===== src/rtl/color_proc_pkg.sv =====
// Shared encodings for the colour-threshold frame processor: FSM states and
// the output-mode codes selected by the mode input.
package color_proc_pkg;

   typedef enum logic [1:0] {
      ST_IDLE  = 2'd0,
      ST_SCAN  = 2'd1,
      ST_FLUSH = 2'd2
   } state_t;

   localparam logic [1:0] MODE_PASS     = 2'b00;
   localparam logic [1:0] MODE_MASK     = 2'b01;
   localparam logic [1:0] MODE_BINARY   = 2'b10;
   localparam logic [1:0] MODE_MASK_ALT = 2'b11;

endpackage


===== src/rtl/color_thr_cmp.sv =====
// Per-pixel window compare: each enabled channel must lie inside
// [thr_min, thr_max]; disabled channels always pass.
module color_thr_cmp #(
   parameter int c_nb_buf_red   = 4,
   parameter int c_nb_buf_green = 4,
   parameter int c_nb_buf_blue  = 4,
   parameter int c_nb_buf       = c_nb_buf_red + c_nb_buf_green + c_nb_buf_blue
) (
   input  logic [c_nb_buf-1:0] pxl,
   input  logic [c_nb_buf-1:0] thr_min,
   input  logic [c_nb_buf-1:0] thr_max,
   input  logic [2:0]          en,
   output logic                match
);

   logic [c_nb_buf_red-1:0]   red, red_lo, red_hi;
   logic [c_nb_buf_green-1:0] green, green_lo, green_hi;
   logic [c_nb_buf_blue-1:0]  blue, blue_lo, blue_hi;
   logic                      red_ok, green_ok, blue_ok;

   assign red      = pxl[c_nb_buf-1 -: c_nb_buf_red];
   assign red_lo   = thr_min[c_nb_buf-1 -: c_nb_buf_red];
   assign red_hi   = thr_max[c_nb_buf-1 -: c_nb_buf_red];
   assign green    = pxl[c_nb_buf_blue +: c_nb_buf_green];
   assign green_lo = thr_min[c_nb_buf_blue +: c_nb_buf_green];
   assign green_hi = thr_max[c_nb_buf_blue +: c_nb_buf_green];
   assign blue     = pxl[0 +: c_nb_buf_blue];
   assign blue_lo  = thr_min[0 +: c_nb_buf_blue];
   assign blue_hi  = thr_max[0 +: c_nb_buf_blue];

   // An inverted window (lo > hi) can never be satisfied, so no special case is needed.
   assign red_ok   = !en[2] || ((red   >= red_lo)   && (red   <= red_hi));
   assign green_ok = !en[1] || ((green >= green_lo) && (green <= green_hi));
   assign blue_ok  = !en[0] || ((blue  >= blue_lo)  && (blue  <= blue_hi));

   assign match = red_ok && green_ok && blue_ok;

endmodule


===== src/rtl/color_thr_proc.sv =====
// Frame processor: streams a source image through a colour-window compare,
// writes the processed image and publishes match count and bounding box.
module color_thr_proc
   import color_proc_pkg::*;
#(
   parameter int c_img_cols     = 80,
   parameter int c_img_rows     = 60,
   parameter int c_nb_cols      = 7,
   parameter int c_nb_rows      = 6,
   parameter int c_nb_img_pxls  = 13,
   parameter int c_nb_buf_red   = 4,
   parameter int c_nb_buf_green = 4,
   parameter int c_nb_buf_blue  = 4,
   parameter int c_nb_buf       = c_nb_buf_red + c_nb_buf_green + c_nb_buf_blue
) (
   input  logic                     clk,
   input  logic                     rst_n,
   input  logic                     start,
   input  logic [1:0]               mode,
   input  logic [2:0]               rgbfilter,
   input  logic [c_nb_buf-1:0]      thr_min,
   input  logic [c_nb_buf-1:0]      thr_max,
   output logic [c_nb_img_pxls-1:0] orig_addr,
   input  logic [c_nb_buf-1:0]      orig_pxl,
   output logic                     proc_we,
   output logic [c_nb_img_pxls-1:0] proc_addr,
   output logic [c_nb_buf-1:0]      proc_pxl,
   output logic                     busy,
   output logic                     done,
   output logic [c_nb_img_pxls-1:0] match_cnt,
   output logic                     bbox_valid,
   output logic [c_nb_cols-1:0]     bbox_cmin,
   output logic [c_nb_cols-1:0]     bbox_cmax,
   output logic [c_nb_rows-1:0]     bbox_rmin,
   output logic [c_nb_rows-1:0]     bbox_rmax
);

   localparam int c_img_pxls = c_img_cols * c_img_rows;
   localparam logic [c_nb_img_pxls-1:0] LAST_ADDR = c_nb_img_pxls'(c_img_pxls - 1);
   localparam logic [c_nb_cols-1:0]     COL_LAST  = c_nb_cols'(c_img_cols - 1);

   state_t state, state_nxt;
   logic   accept, scan, frame_end;

   logic [1:0]          mode_q;
   logic [2:0]          filt_q;
   logic [c_nb_buf-1:0] tmin_q, tmax_q;
   logic [c_nb_cols-1:0] col;
   logic [c_nb_rows-1:0] row;

   logic                     vld_p0;
   logic [c_nb_img_pxls-1:0] addr_p0;
   logic [c_nb_cols-1:0]     col_p0;
   logic [c_nb_rows-1:0]     row_p0;
   logic                     match_p0;

   logic [c_nb_img_pxls-1:0] acc_cnt;
   logic [c_nb_cols-1:0]     acc_cmin, acc_cmax;
   logic [c_nb_rows-1:0]     acc_rmin, acc_rmax;

   function automatic logic [c_nb_buf-1:0] shade(input logic [1:0] m,
                                                  input logic hit,
                                                  input logic [c_nb_buf-1:0] px);
      logic [c_nb_buf-1:0] res;
      case (m)
         MODE_PASS:   res = px;
         MODE_BINARY: res = hit ? {c_nb_buf{1'b1}} : '0;
         default:     res = hit ? px : '0;
      endcase
      return res;
   endfunction

   always_ff @(posedge clk or negedge rst_n) begin
      if (!rst_n) state <= ST_IDLE;
      else        state <= state_nxt;
   end

   always_comb begin
      state_nxt = state;
      case (state)
         ST_IDLE:  if (start) state_nxt = ST_SCAN;
         ST_SCAN:  if (orig_addr == LAST_ADDR) state_nxt = ST_FLUSH;
         ST_FLUSH: if (!vld_p0) state_nxt = ST_IDLE;
         default:  state_nxt = ST_IDLE;
      endcase
   end

   // FLUSH ends when the pipeline has drained: the final write is on proc_we right now.
   always_comb begin
      accept    = 1'b0;
      scan      = 1'b0;
      frame_end = 1'b0;
      busy      = 1'b0;
      case (state)
         ST_IDLE:  accept = start;
         ST_SCAN:  begin busy = 1'b1; scan = 1'b1; end
         ST_FLUSH: begin busy = 1'b1; frame_end = !vld_p0; end
         default:  ;
      endcase
   end

   // issue stage: address generation and per-frame configuration latch
   always_ff @(posedge clk or negedge rst_n) begin
      if (!rst_n) begin
         orig_addr <= '0;
         col       <= '0;
         row       <= '0;
         mode_q    <= '0;
         filt_q    <= '0;
         tmin_q    <= '0;
         tmax_q    <= '0;
      end else if (accept) begin
         orig_addr <= '0;
         col       <= '0;
         row       <= '0;
         mode_q    <= mode;
         filt_q    <= rgbfilter;
         tmin_q    <= thr_min;
         tmax_q    <= thr_max;
      end else if (scan && (orig_addr != LAST_ADDR)) begin
         orig_addr <= orig_addr + c_nb_img_pxls'(1);
         if (col == COL_LAST) begin
            col <= '0;
            row <= row + c_nb_rows'(1);
         end else begin
            col <= col + c_nb_cols'(1);
         end
      end
   end

   // p0: source memory latency; position travels with the pixel being read
   always_ff @(posedge clk or negedge rst_n) begin
      if (!rst_n) begin
         vld_p0  <= 1'b0;
         addr_p0 <= '0;
         col_p0  <= '0;
         row_p0  <= '0;
      end else begin
         vld_p0  <= scan;
         addr_p0 <= orig_addr;
         col_p0  <= col;
         row_p0  <= row;
      end
   end

   color_thr_cmp #(
      .c_nb_buf_red   (c_nb_buf_red),
      .c_nb_buf_green (c_nb_buf_green),
      .c_nb_buf_blue  (c_nb_buf_blue),
      .c_nb_buf       (c_nb_buf)
   ) u_cmp (
      .pxl     (orig_pxl),
      .thr_min (tmin_q),
      .thr_max (tmax_q),
      .en      (filt_q),
      .match   (match_p0)
   );

   // p1: registered compare result drives the destination write port
   always_ff @(posedge clk or negedge rst_n) begin
      if (!rst_n) begin
         proc_we   <= 1'b0;
         proc_addr <= '0;
         proc_pxl  <= '0;
      end else begin
         proc_we   <= vld_p0;
         proc_addr <= vld_p0 ? addr_p0 : '0;
         proc_pxl  <= vld_p0 ? shade(mode_q, match_p0, orig_pxl) : '0;
      end
   end

   // First match seeds the box so the accumulators never need sentinel values.
   always_ff @(posedge clk or negedge rst_n) begin
      if (!rst_n) begin
         acc_cnt  <= '0;
         acc_cmin <= '0;
         acc_cmax <= '0;
         acc_rmin <= '0;
         acc_rmax <= '0;
      end else if (accept) begin
         acc_cnt  <= '0;
         acc_cmin <= '0;
         acc_cmax <= '0;
         acc_rmin <= '0;
         acc_rmax <= '0;
      end else if (vld_p0 && match_p0) begin
         acc_cnt <= acc_cnt + c_nb_img_pxls'(1);
         if (acc_cnt == '0) begin
            acc_cmin <= col_p0;
            acc_cmax <= col_p0;
            acc_rmin <= row_p0;
            acc_rmax <= row_p0;
         end else begin
            if (col_p0 < acc_cmin) acc_cmin <= col_p0;
            if (col_p0 > acc_cmax) acc_cmax <= col_p0;
            if (row_p0 < acc_rmin) acc_rmin <= row_p0;
            if (row_p0 > acc_rmax) acc_rmax <= row_p0;
         end
      end
   end

   // Published statistics change only on the done pulse.
   always_ff @(posedge clk or negedge rst_n) begin
      if (!rst_n) begin
         done       <= 1'b0;
         match_cnt  <= '0;
         bbox_valid <= 1'b0;
         bbox_cmin  <= '0;
         bbox_cmax  <= '0;
         bbox_rmin  <= '0;
         bbox_rmax  <= '0;
      end else begin
         done <= frame_end;
         if (frame_end) begin
            match_cnt  <= acc_cnt;
            bbox_valid <= (acc_cnt != '0);
            bbox_cmin  <= acc_cmin;
            bbox_cmax  <= acc_cmax;
            bbox_rmin  <= acc_rmin;
            bbox_rmax  <= acc_rmax;
         end
      end
   end

endmodule


===== config.mk =====
export PLATFORM = sky130hd
export DESIGN_NAME = color_thr_proc
export DESIGN_NICKNAME = d
export VERILOG_FILES = /design/src/rtl/color_proc_pkg.sv /design/src/rtl/color_thr_cmp.sv /design/src/rtl/color_thr_proc.sv
export SDC_FILE = /design/constraint.sdc
export NUM_CORES = 1
export LEC_CHECK = 0
export ABC_CLOCK_PERIOD_IN_PS = 2400
export CORE_UTILIZATION = 45
export CTS_CLUSTER_DIAMETER = 100
export DETAILED_ROUTE_END_ITERATION = 10
export GPL_TIMING_DRIVEN = 0
export PLACE_DENSITY = 0.68
export SLEW_MARGIN = 20
export SYNTH_ARGS = -nofsm -noshare
export SYNTH_HDL_FRONTEND = slang
export SYNTH_SLANG_ARGS = --single-unit

===== constraint.sdc =====
create_clock -name clk -period 2.4 [get_ports clk]
set_input_delay 0.48 -clock clk [delete_from_list [all_inputs] [get_ports clk]]
set_output_delay 0.48 -clock clk [all_outputs]
set_load 0.1 [all_outputs]

==> metrics.yaml <==
status:
  status: "complete, no violations"
pwr:
  cellInternalPower_mw: 4.77
  power-per-cell-area_nw_per_um2: 539
  largest_voltage_drop_on_the_vdd_net_v: 0.000463
  pwr-share-comb_pct: 4.5
  net-switching-power_mw: 1.43
  netSwitchingFraction_pct: 23.0
  pwr-share-clk_pct: 43.6
  leak_nw: 5.83
  sequentialPowerShare_pct: 51.9
drt:
  postRouteWirelength_um: 21800
  remaining_drc_errors: 0
  vias: 7084
  drtPass1Iterations: 5
  wire_per_inst_um: 16.6
  drt.antenna.violating_nets: 0
  routed_via_density: 5.37
  drt-initial-drc-count: 558
final_layout:
  layout.filler_cells: 1680
  most-common-layout-cells: "184 x dfrtp_1, 152 x nand2_1, 68 x o21ai_0, 63 x dlygate4sd2_1"
  insertedDiodeCount: 0
  mostFrequentLayoutCell: "dfrtp_1"
  areaGrowthSynthToFinish_pct: 28.3
  layout.nets: 1142
  ratio_of_cells_with_drive_above_1_in_the_final_layout_pct: 13.4
  final_core_util_pct: 59.0
timing:
  maxSlewHeadroom_pct: 32.5
  fin_tns_setup_ns: 0
  final_max_slew_viol_count: 0
  post-route-min-period_ns: 2.36
  finalHoldViolations: 0
  final.period_utilization_pct: 98.5
  tightest_slew_ns: 1.02
  rsz0062_at_grt: "yes"
  setup_viol: 0
  fin_worst_skew_ns: 0.0105
  fmax_achieved_mhz: 423
flow_run:
  max-cap-violations: 0
cts:
  insertion_delay_ns: 0.43
  cts-root-buf: "clkbuf_16"
  cts_num_sinks: 190
  clock_tree_from_tritoncts: "built"
  cts.clk_slew.worst_paths_ns: 0.07
  cts_buffer_depth: 2
  cts.hold.buffers_added: 0
  clock_tree.htree_level_count: 4
  number_of_buffers_created_by_cts: 17
grt:
  grt_overflow: 0
  first_global_vias: 6823
  antenna_found_initial: 0
  grt_pass1_wl_um: 35000
  grt_max_degree: 100
  grt.total_usage_pct: 22.3
worst_setup_path:
  critical_path.top_delay_family: "buffers and inverters"
  criticalPathCategory: "register to output port"
  cp_num_buf_inv: 1
  cp_max_fo: 1
  cp_slowest_stage_delay_ns: 1.13
  cpMaxStageDelayCell: "clkdlybuf4s50_1"
  arr_time_crit_path_ns: 1.88
  critical_path.endpoint_type: "output port"
  kind_of_launch_point_of_the_worst_setup_path: "register"
  critPathRequiredTime_ns: 1.92
  critical_path.cell_chain: "clkdlybuf4s50_1"
synthesis:
  syn_inst: 891
  yosys.cell_types.count: 58
  postSynthNetCount: 992
  yosys_warnings: 0
  synth-async-reset-ratio_pct: 100
  ys_dominant_reg_cell: "dfrtp_1"
  syn_avg_cell_area_um2: 10.1
  netlist.top_cell.by_area: "dfrtp_1"
  synth.yosys.seq_area_share_pct: 53.1
  synth_edf_count: 0
  synth.ff_latch_count: 190
  mappedNetlistArea_um2: 8960
  share_of_the_synthesized_area_in_the_top_cell_type_pct: 53.1
  yosys-top-cells-area: "dfrtp_1 53%, ha_1 8.0%, nand2_1 6.4%"
placement:
  gp_congestion: 0.890
  port-buffer-count: 124
  post_dp_hpwl_um: 15300
die:
  core_area_um2: 19500
  dieArea_um2: 20500
  number_of_top_level_pins: 125
  core.rowCount: 51
  dieHeight_um: 143
  floorplan.initialDensity_pct: 46.0
  floorplan.die.width_um: 143
hold_path:
  min_path_type: "primary input to asynchronous set/reset pin"
## layout make-up
| cell class | count | area [um2] | area share (%) |
|---|---|---|---|
| Sequential cell | 190 | 4760 | 41.5 |
| Clock inverter | 12 | 115 | 1.00 |
| Buffer | 47 | 273 | 2.37 |
| Multi-Input combinational cell | 596 | 4040 | 35.2 |
| Clock buffer | 19 | 443 | 3.86 |
| Inverter | 57 | 214 | 1.86 |
| Tap cell | 265 | 332 | 2.89 |
| Timing Repair Buffer | 132 | 1310 | 11.4 |
## power groups by stage
| stage | logic [mW] | clock network (mW) | registers (mW) |
|---|---|---|---|
| final | 0.280 | 2.70 | 3.21 |
| after CTS | 0.283 | 2.75 | 3.21 |
| after detailed placement | 0.284 | 0 | 3.28 |
| after floorplan | 0.0276 | 0 | 3.35 |
| after global routing | 0.305 | 2.89 | 3.21 |
| after global placement | 0.276 | 0 | 3.28 |
## state kept, by name, indices dropped and copies added, names as in the netlist, 12 cells and up
name	count
addr_p0	13
acc_cnt	13
match_cnt	13
proc_pxl	12
tmin_q	12
orig_addr	13
tmax_q	12
proc_addr	13
## per-stage QoR
stage	total power [mW]	hold slack (ns)	cells	instance area, um2	setup WS [ns]
floorplan	3.38	0.184	891	8960	0.0721
global placement	3.55	0.387	1280	10500	-7.85
detailed placement	3.56	0.391	1281	10600	-0.746
CTS	6.25	0.103	1318	11200	0.00171
global route	6.41	0.129	1318	11500	-0.0417
finish	6.19	0.0555	1318	11500	0.0369
## what timing repair did
action,4_1_cts,5_1_grt
gates cloned,2,1
setup buffers,4,1
pin swaps,6,19
setup endpoints to repair,129,101
gates resized for setup,103,66
## layer usage
layer  share of wire [%]  up-vias  global-route usage [%]
li1                    -     3392                       -
met4                 1.4        0                    7.47
met1                  46     3489                    29.7
met3                 4.7       20                    4.73
met2                  48      183                    36.3
met5                   0        -                       0
## cells by family after synthesis
kind of cell	after synthesis	synth area share, %
adders and majority gates	57	7.96
muxes	17	2.07
xor gates and xnor gates	17	1.66
DFF	190	53.1
AOI/OAI and AO/OA	161	11.3
buffers and inverters	106	5.02
and+or+nand+nor	343	18.9
## worst paths after layout
check                      slack, ns         from            to  depth (start not counted)
hold reg to reg                 0.41       row[5]     row_p0[5]                          0
hold / removal                  0.06        rst_n  match_cnt[5]                          1
min in group clk                0.41  orig_pxl[3]   proc_pxl[3]                          3
setup / recovery                0.04  proc_pxl[1]   proc_pxl[1]                          1
setup reg to reg                0.05    tmin_q[3]   acc_rmax[4]                          9
max in group asynchronous       1.35        rst_n  orig_addr[4]                          2
## synth_stat cells, types with 5 or more instances
| master | count |
|---|---|
| mux2i_1 | 5 |
| inv_1 | 57 |
| a21oi_1 | 20 |
| or4_1 | 28 |
| xor2_1 | 13 |
| buf_2 | 8 |
| o31ai_1 | 6 |
| o21ai_0 | 69 |
| nand3_1 | 47 |
| nand2b_1 | 11 |
| and2_1 | 14 |
| nor3_1 | 6 |
| nor2b_1 | 9 |
| clkbuf_1 | 31 |
| and3_1 | 7 |
| nor2_1 | 41 |
| nand4_1 | 11 |
| nand2_1 | 152 |
| ha_1 | 57 |
| buf_6 | 5 |
| dfrtp_1 | 190 |
| o211ai_1 | 30 |
| mux2_2 | 12 |
(Power assumes the default switching activity.)
